## config.mk

```make
export PLATFORM = sky130hd
export DESIGN_NAME = posit_round_pipe_flat
export DESIGN_NICKNAME = d
export VERILOG_FILES = /design/src/rtl/posit_round_pkg.sv /design/src/rtl/posit_round_pipe_if.sv /design/src/rtl/posit_round_lane.sv /design/src/rtl/posit_round_pipe.sv /design/src/flat_wrapper.sv
export SDC_FILE = /design/constraint.sdc
export NUM_CORES = 1
export LEC_CHECK = 0
export ABC_AREA = 1
export CORE_MARGIN = 3
export CORE_UTILIZATION = 37
export DETAILED_ROUTE_END_ITERATION = 10
export SKIP_CTS_REPAIR_TIMING = 1
export SYNTH_ARGS = -nofsm -noshare
export SYNTH_HDL_FRONTEND = slang
export SYNTH_SLANG_ARGS = --single-unit
```

## constraint.sdc

```tcl
create_clock -name clock -period 1.6 [get_ports clock]
set_input_delay 0.16 -clock clock [delete_from_list [all_inputs] [get_ports clock]]
set_output_delay 0.16 -clock clock [all_outputs]
set_load 0.03 [all_outputs]
```

## src/rtl/posit_round_pkg.sv

```systemverilog
// Shared definitions for the posit rounding pipeline.
// Holds the rounding-mode enum, the derived-width helpers used by the
// interface, top and lane, and the LFSR polynomial/step used for
// stochastic rounding.
package posit_round_pkg;

  typedef enum logic [1:0] {
    RND_RNE   = 2'd0,
    RND_RTZ   = 2'd1,
    RND_RAZ   = 2'd2,
    RND_STOCH = 2'd3
  } rnd_mode_e;

  // 16-bit Galois LFSR feedback mask.
  localparam logic [15:0] LFSR_TAPS = 16'hB400;

  function automatic int fracBits(input int width, input int es);
    return ((width - 3 - es) < 1) ? 1 : (width - 3 - es);
  endfunction

  function automatic int scaleBits(input int width, input int es);
    return $clog2(width) + es + 1;
  endfunction

  function automatic int maxScale(input int width, input int es);
    return (width - 2) << es;
  endfunction

  function automatic logic [15:0] lfsrNext(input logic [15:0] s);
    return s[0] ? ((s >> 1) ^ LFSR_TAPS) : (s >> 1);
  endfunction

endpackage

```

## src/rtl/posit_round_pipe_if.sv

```systemverilog
// Streaming interface of the posit rounding pipeline.
// in_*  : unpacked posit lanes plus guard/trailing/sticky and a rounding mode,
//         valid/ready handshake (in_valid/in_ready).
// out_* : rounded lanes plus per-lane inexact flag, valid/ready handshake
//         (out_valid/out_ready).
// master: the producer/consumer side (datapath feeding in, encoder taking out).
// slave : the rounding pipeline itself.
interface posit_round_pipe_if import posit_round_pkg::*; #(
  parameter int WIDTH         = 8,
  parameter int ES            = 1,
  parameter int LANES         = 1,
  parameter int TRAILING_BITS = 2
);
  localparam int FRAC_BITS  = fracBits(WIDTH, ES);
  localparam int SCALE_BITS = scaleBits(WIDTH, ES);

  logic                             in_valid;
  logic                             in_ready;
  logic [1:0]                       in_mode;
  logic [LANES-1:0]                 in_sign;
  logic [LANES-1:0]                 in_isZero;
  logic [LANES-1:0]                 in_isInf;
  logic [LANES*SCALE_BITS-1:0]      in_scale;
  logic [LANES*FRAC_BITS-1:0]       in_fraction;
  logic [LANES*TRAILING_BITS-1:0]   in_trailing;
  logic [LANES-1:0]                 in_sticky;

  logic                             out_valid;
  logic                             out_ready;
  logic [LANES-1:0]                 out_sign;
  logic [LANES-1:0]                 out_isZero;
  logic [LANES-1:0]                 out_isInf;
  logic [LANES*SCALE_BITS-1:0]      out_scale;
  logic [LANES*FRAC_BITS-1:0]       out_fraction;
  logic [LANES-1:0]                 out_inexact;

  modport master (
    output in_valid, in_mode, in_sign, in_isZero, in_isInf, in_scale,
           in_fraction, in_trailing, in_sticky, out_ready,
    input  in_ready, out_valid, out_sign, out_isZero, out_isInf, out_scale,
           out_fraction, out_inexact
  );

  modport slave (
    input  in_valid, in_mode, in_sign, in_isZero, in_isInf, in_scale,
           in_fraction, in_trailing, in_sticky, out_ready,
    output in_ready, out_valid, out_sign, out_isZero, out_isInf, out_scale,
           out_fraction, out_inexact
  );

endinterface

```

## src/rtl/posit_round_lane.sv

```systemverilog
// Combinational round-up decision and fraction increment for one lane.
// Ports: mode, is_zero/is_inf flags, fraction, trailing (MSB = guard),
// sticky, rnd (low LFSR bits for stochastic mode) in; frac_inc, carry
// (fraction overflowed into the next scale), inexact out.
module posit_round_lane import posit_round_pkg::*; #(
  parameter int FB = 4,
  parameter int TB = 2
) (
  input  rnd_mode_e       mode,
  input  logic            is_zero,
  input  logic            is_inf,
  input  logic [FB-1:0]   fraction,
  input  logic [TB-1:0]   trailing,
  input  logic            sticky,
  input  logic [TB:0]     rnd,
  output logic [FB-1:0]   frac_inc,
  output logic            carry,
  output logic            inexact
);

  logic [TB:0]   tail;
  logic          guard;
  logic          rest;
  logic          any_tail;
  logic          special;
  logic [TB+1:0] stoch_sum;
  logic          up_raw;
  logic          up;

  // Sticky appended below the trailing bits: everything discarded, MSB first.
  assign tail      = {trailing, sticky};
  assign guard     = tail[TB];
  assign rest      = |tail[TB-1:0];
  assign any_tail  = |tail;
  assign special   = is_zero | is_inf;
  assign stoch_sum = {1'b0, tail} + {1'b0, rnd};

  always_comb begin
    up_raw = 1'b0;
    unique case (mode)
      RND_RNE:   up_raw = guard & (rest | fraction[0]);
      RND_RTZ:   up_raw = 1'b0;
      RND_RAZ:   up_raw = any_tail;
      RND_STOCH: up_raw = stoch_sum[TB+1];
      default:   up_raw = 1'b0;
    endcase
  end

  assign up      = up_raw & ~special;
  assign inexact = any_tail & ~special;
  assign {carry, frac_inc} = {1'b0, fraction} + {{FB{1'b0}}, up};

endmodule

```

## src/rtl/posit_round_pipe.sv

```systemverilog
// Two-stage, multi-lane posit rounding pipeline.
// Ports: clock, reset (synchronous, active high), bus (slave side of
// posit_round_pipe_if carrying the input and output valid/ready streams).
// S1 registers the per-lane rounding decision and incremented fraction;
// S2 applies the fraction carry to the scale and saturates at maxpos.
// Each lane owns a Galois LFSR that steps once per accepted beat.
module posit_round_pipe import posit_round_pkg::*; #(
  parameter int          WIDTH         = 8,
  parameter int          ES            = 1,
  parameter int          LANES         = 1,
  parameter int          TRAILING_BITS = 2,
  parameter logic [15:0] SEED          = 16'hACE1
) (
  input  logic             clock,
  input  logic             reset,
  posit_round_pipe_if.slave bus
);

  localparam int FB = fracBits(WIDTH, ES);
  localparam int SB = scaleBits(WIDTH, ES);
  localparam int MS = maxScale(WIDTH, ES);
  localparam int TB = TRAILING_BITS;
  localparam logic [SB:0]   MAX_EXT = (SB+1)'(MS);
  localparam logic [SB-1:0] MAX_SC  = SB'(MS);

  rnd_mode_e          in_mode_e;
  logic               s2_adv;
  logic               accept;

  logic               s1_valid;
  logic [LANES-1:0]   s1_sign;
  logic [LANES-1:0]   s1_zero;
  logic [LANES-1:0]   s1_inf;
  logic [LANES-1:0]   s1_carry;
  logic [LANES-1:0]   s1_inexact;
  logic [LANES*SB-1:0] s1_scale;
  logic [LANES*FB-1:0] s1_frac;

  logic [15:0]        lfsr [LANES];

  logic [LANES*FB-1:0] frac_inc;
  logic [LANES-1:0]   carry;
  logic [LANES-1:0]   inexact;

  logic [SB:0]        sc_sum [LANES];
  logic [LANES-1:0]   sat;
  logic [LANES*SB-1:0] nxt_scale;
  logic [LANES*FB-1:0] nxt_frac;

  assign in_mode_e    = rnd_mode_e'(bus.in_mode);
  assign s2_adv       = !bus.out_valid || bus.out_ready;
  assign bus.in_ready = !s1_valid || s2_adv;
  assign accept       = bus.in_valid && bus.in_ready;

  for (genvar l = 0; l < LANES; l++) begin : g_lane
    posit_round_lane #(
      .FB (FB),
      .TB (TB)
    ) u_lane (
      .mode     (in_mode_e),
      .is_zero  (bus.in_isZero[l]),
      .is_inf   (bus.in_isInf[l]),
      .fraction (bus.in_fraction[l*FB +: FB]),
      .trailing (bus.in_trailing[l*TB +: TB]),
      .sticky   (bus.in_sticky[l]),
      .rnd      (lfsr[l][TB:0]),
      .frac_inc (frac_inc[l*FB +: FB]),
      .carry    (carry[l]),
      .inexact  (inexact[l])
    );
  end

  // Scale is sign-extended by one bit so scale+1 cannot wrap before the
  // saturation compare.
  always_comb begin
    nxt_scale = '0;
    nxt_frac  = '0;
    sat       = '0;
    for (int unsigned l = 0; l < LANES; l++) begin
      sc_sum[l] = {s1_scale[l*SB + SB - 1], s1_scale[l*SB +: SB]}
                + {{SB{1'b0}}, s1_carry[l]};
      sat[l] = !s1_zero[l] && !s1_inf[l] && ($signed(sc_sum[l]) > $signed(MAX_EXT));
      nxt_scale[l*SB +: SB] = sat[l] ? MAX_SC : sc_sum[l][SB-1:0];
      nxt_frac[l*FB +: FB]  = sat[l] ? '0 : s1_frac[l*FB +: FB];
    end
  end

  always_ff @(posedge clock) begin
    if (reset) begin
      s1_valid         <= 1'b0;
      s1_sign          <= '0;
      s1_zero          <= '0;
      s1_inf           <= '0;
      s1_carry         <= '0;
      s1_inexact       <= '0;
      s1_scale         <= '0;
      s1_frac          <= '0;
      bus.out_valid    <= 1'b0;
      bus.out_sign     <= '0;
      bus.out_isZero   <= '0;
      bus.out_isInf    <= '0;
      bus.out_scale    <= '0;
      bus.out_fraction <= '0;
      bus.out_inexact  <= '0;
      for (int unsigned l = 0; l < LANES; l++) begin
        lfsr[l] <= SEED ^ 16'(l);
      end
    end else begin
      if (bus.in_ready) begin
        s1_valid <= bus.in_valid;
      end
      if (accept) begin
        s1_sign    <= bus.in_sign;
        s1_zero    <= bus.in_isZero;
        s1_inf     <= bus.in_isInf;
        s1_scale   <= bus.in_scale;
        s1_carry   <= carry;
        s1_frac    <= frac_inc;
        s1_inexact <= inexact;
        for (int unsigned l = 0; l < LANES; l++) begin
          lfsr[l] <= lfsrNext(lfsr[l]);
        end
      end
      if (s2_adv) begin
        bus.out_valid <= s1_valid;
        if (s1_valid) begin
          bus.out_sign     <= s1_sign;
          bus.out_isZero   <= s1_zero;
          bus.out_isInf    <= s1_inf;
          bus.out_scale    <= nxt_scale;
          bus.out_fraction <= nxt_frac;
          bus.out_inexact  <= s1_inexact;
        end
      end
    end
  end

endmodule

```

## src/flat_wrapper.sv

```systemverilog
// flat-port wrapper written by rule: the top's interface ports become plain ports
module posit_round_pipe_flat import posit_round_pkg::*;
#(
  parameter int          WIDTH         = 8,
  parameter int          ES            = 1,
  parameter int          LANES         = 1,
  parameter int          TRAILING_BITS = 2,
  parameter logic [15:0] SEED          = 16'hACE1
)
  (clock, reset, bus_in_valid, bus_in_mode, bus_in_sign, bus_in_isZero, bus_in_isInf, bus_in_scale, bus_in_fraction, bus_in_trailing, bus_in_sticky, bus_out_ready, bus_in_ready, bus_out_valid, bus_out_sign, bus_out_isZero, bus_out_isInf, bus_out_scale, bus_out_fraction, bus_out_inexact);
  posit_round_pipe_if #(.WIDTH(WIDTH), .ES(ES), .LANES(LANES), .TRAILING_BITS(TRAILING_BITS)) bus_i ();
  input  logic clock;
  input  logic reset;
  input wire logic [$bits(bus_i.in_valid)-1:0] bus_in_valid;
  input wire logic [$bits(bus_i.in_mode)-1:0] bus_in_mode;
  input wire logic [$bits(bus_i.in_sign)-1:0] bus_in_sign;
  input wire logic [$bits(bus_i.in_isZero)-1:0] bus_in_isZero;
  input wire logic [$bits(bus_i.in_isInf)-1:0] bus_in_isInf;
  input wire logic [$bits(bus_i.in_scale)-1:0] bus_in_scale;
  input wire logic [$bits(bus_i.in_fraction)-1:0] bus_in_fraction;
  input wire logic [$bits(bus_i.in_trailing)-1:0] bus_in_trailing;
  input wire logic [$bits(bus_i.in_sticky)-1:0] bus_in_sticky;
  input wire logic [$bits(bus_i.out_ready)-1:0] bus_out_ready;
  output wire logic [$bits(bus_i.in_ready)-1:0] bus_in_ready;
  output wire logic [$bits(bus_i.out_valid)-1:0] bus_out_valid;
  output wire logic [$bits(bus_i.out_sign)-1:0] bus_out_sign;
  output wire logic [$bits(bus_i.out_isZero)-1:0] bus_out_isZero;
  output wire logic [$bits(bus_i.out_isInf)-1:0] bus_out_isInf;
  output wire logic [$bits(bus_i.out_scale)-1:0] bus_out_scale;
  output wire logic [$bits(bus_i.out_fraction)-1:0] bus_out_fraction;
  output wire logic [$bits(bus_i.out_inexact)-1:0] bus_out_inexact;
  assign bus_i.in_valid = bus_in_valid;
  assign bus_i.in_mode = bus_in_mode;
  assign bus_i.in_sign = bus_in_sign;
  assign bus_i.in_isZero = bus_in_isZero;
  assign bus_i.in_isInf = bus_in_isInf;
  assign bus_i.in_scale = bus_in_scale;
  assign bus_i.in_fraction = bus_in_fraction;
  assign bus_i.in_trailing = bus_in_trailing;
  assign bus_i.in_sticky = bus_in_sticky;
  assign bus_i.out_ready = bus_out_ready;
  assign bus_in_ready = bus_i.in_ready;
  assign bus_out_valid = bus_i.out_valid;
  assign bus_out_sign = bus_i.out_sign;
  assign bus_out_isZero = bus_i.out_isZero;
  assign bus_out_isInf = bus_i.out_isInf;
  assign bus_out_scale = bus_i.out_scale;
  assign bus_out_fraction = bus_i.out_fraction;
  assign bus_out_inexact = bus_i.out_inexact;
  posit_round_pipe #(.WIDTH(WIDTH), .ES(ES), .LANES(LANES), .TRAILING_BITS(TRAILING_BITS), .SEED(SEED)) u_core (.clock(clock), .reset(reset), .bus(bus_i));
endmodule
```

==> results_dict.tcl <==
set metrics [dict create \
    grt-busiest-layer "met2" \
    hp-class "input pin to register" \
    worstPathArrival_ps 2040 \
    ys_top_cells_by_count "35 x nand2_1, 29 x dfxtp_1, 23 x inv_1" \
    drt_wl_total_um 3957 \
    period_minus_slack_ps 1850 \
    synthTopCellsByArea "dfxtp_1 30%, edfxtp_1 25%, nand2_1 6.9%, o21ai_0 5.2%, inv_1 4.5%" \
    cts_sinks 45 \
    port_buffers 35 \
    ant_nets 0 \
    maxSlewViolCount 0 \
    layout_setup_ws_ps -250.2 \
    leakage_nw 1.045 \
    cts_max_path_buffers 2 \
    critPathCaptureType "register" \
    placed_area_sq_um 2446 \
    tightestPinTransition_ps 307.0 \
    layout-drive-gt1-share 0.1885 \
    yosysWarnings 0 \
    async_reset_ff_frac 0 \
    drt-initial-drc-count 72 \
    drt-pass1-iter-count 4 \
    syn_inst 210 \
    clock_latency_ps 290 \
    rows 25 \
    max_slew_margin 0.7947 \
    tns_ps -1047 \
    vias 1518 \
    wl_per_cell_um 12.10 \
    syn_nets 237 \
    worstSetupPathType "register to register" \
    fp.coreArea_sq_um 4848 \
    skew_ps 4.387 \
    grt_max_degree 23 \
    layout.nets 286 \
    synth_top_area_frac 0.3043 \
    synth.distinct_cells 28 \
    synth.avg_cell_area_sq_um 9.086 \
    post-place-ws_ps -423.8 \
    syn_area_sq_um 1908 \
    design_area_sq_um 2626 \
    pwr_density_cell_nw_per_um2 973.6 \
    synth_edf_count 16 \
    overflow 0 \
    critPathMaxFanout 2 \
    grtUsageTotal 0.1383 \
    ioPinCount 36 \
    worstPathRequired_ps 1790 \
    max_freq_mhz 540.5 \
    synth_ff_type "dfxtp_1" \
    cts_tree "yes" \
    cts_made_buffers 5 \
    ir_worst_vdd_uv 457.6 \
    fillers 477 \
    dieHeight_um 77.81 \
    grtUsageMet2 0.2166 \
    clkSlewWorstSetupHoldPaths_ps 80 \
    antenna_found_initial 0 \
    startpoint_type "register" \
    antenna_cells 0 \
    drv_cap 0 \
    grt_pass1_wl_um 6582 \
    hpwl_um 2726 \
    grt_setup_unrepaired "yes" \
    fp.dieW_um 77.81 \
    cts-root-buf "clkbuf_8" \
    use_met3 0.03828 \
    viasPerCell 4.642 \
    use_met1 0.1779 \
    start_util 0.3935 \
    remaining_drc_errors 0 \
    status "finished with violations" \
    violations "setup timing" \
    yosys.cell_count.top_type "nand2_1" \
    setup_viol 5 \
    ys_ff_latch 45 \
    area_delta_synth_final_pct 37.64 \
    finalCritPeriodShare 1.156 \
    synth-seq-area-share 0.5561 \
    yosysTopAreaCell "dfxtp_1" \
    die-area_sq_um 6054 \
    htreeDepth 2 \
    place_congestion 0.7494 \
    grt_pass1_vias 1466 \
    hold_viol 0 \
]
## metrics by stage
| stage | cells | total power [W] | utilization | hold WS, ps |
|---|---|---|---|---|
| 2_1_floorplan | 210 | 0.001507 | - | 229.1 |
| 3_3_place_gp | 318 | 0.001680 | 0.5045 | 458.2 |
| 3_5_place_dp | 318 | 0.001682 | 0.5045 | 463.8 |
| 4_1_cts | 326 | 0.002566 | 0.5285 | 409.6 |
| 5_1_grt | 327 | 0.002681 | 0.5417 | 431.5 |
| 6_report | 327 | 0.002557 | 0.5417 | 404.9 |
## final cells by class
class	instances	area (sq um)	share of cell area
clock buffer	7	86.33	0.03287
clock inverter	1	30.03	0.01143
inverter	24	90.09	0.03430
multi-input combinational	135	803.3	0.3059
sequential	45	1062	0.4045
tap	67	83.83	0.03192
timing repair buffer	48	470.5	0.1791
## worst max-delay path: stages, from the launching register on
cell and delay [ps]:
edfxtp_1 400, ha_1 310, nand3_2 80, a21boi_2 160, nor3_2 60, a211oi_2 200
ha_2 240, ha_4 140, xnor2_1 110, o21ai_1 60
## layout by cell type (no fill, tap or decap), types with 4 or more instances in the layout
cell type        Yosys  final
dfxtp_1             29     28
inv_1               23     23
nand3_1             15     13
nand2_2              3      5
xnor2_1              4      4
nor2_1              15     15
or2_2                6      6
clkbuf_8             0      6
buf_4                0     12
clkdlybuf4s50_1      0     34
nand2_1             35     34
edfxtp_1            16     16
a21oi_1             15     15
nand3_2              2      4
o21ai_0             20     19
## flip-flops by register name, indices dropped and copies added (netlist names), 4 cells and up
signal and cells:
u_core.bus.out_fraction 4, u_core.lfsr 16, u_core.bus.out_scale 5, u_core.s1_scale 5
u_core.s1_frac 4
## cell families after synthesis
family                   after synthesis  share of synthesized area
XOR/XNOR                               5                    0.02295
adder cells (fa/ha/maj)                6                    0.03934
AND/OR/NAND/NOR                       81                     0.1987
buffers and inverters                 31                    0.06491
AO/OA/AOI/OAI                         42                     0.1180
flip-flops                            45                     0.5561
## final timing paths
path | startpoint | endpoint | slack, ps | cells after the start
hold reg to reg | u_core.s1_frac[3] | u_core.bus.out_fraction[3] | 470 | 2
setup / recovery | u_core.lfsr[0][1] | u_core.s1_frac[2] | -250 | 9
setup reg to reg | u_core.lfsr[0][1] | u_core.s1_frac[2] | -250 | 9
hold / removal | bus_in_sign | u_core.s1_sign | 400 | 3
## where the power goes
part | internal, W | leakage, nW | switching, W
logic | 0.000177 | 0.594 | 0.000201
clock network | 0.000509 | 0.0585 | 0.000376
registers | 0.00126 | 0.393 | 0.0000386
total | 0.00194 | 1.05 | 0.000615
## routing by layer
| metal | wire [um] | up-vias |
|---|---|---|
| met5 | 0 | - |
| met4 | 55 | 0 |
| met3 | 183 | 5 |
| met2 | 1808 | 29 |
| met1 | 1909 | 693 |
| li1 | - | 791 |
Power figures use the tool's default switching activity.
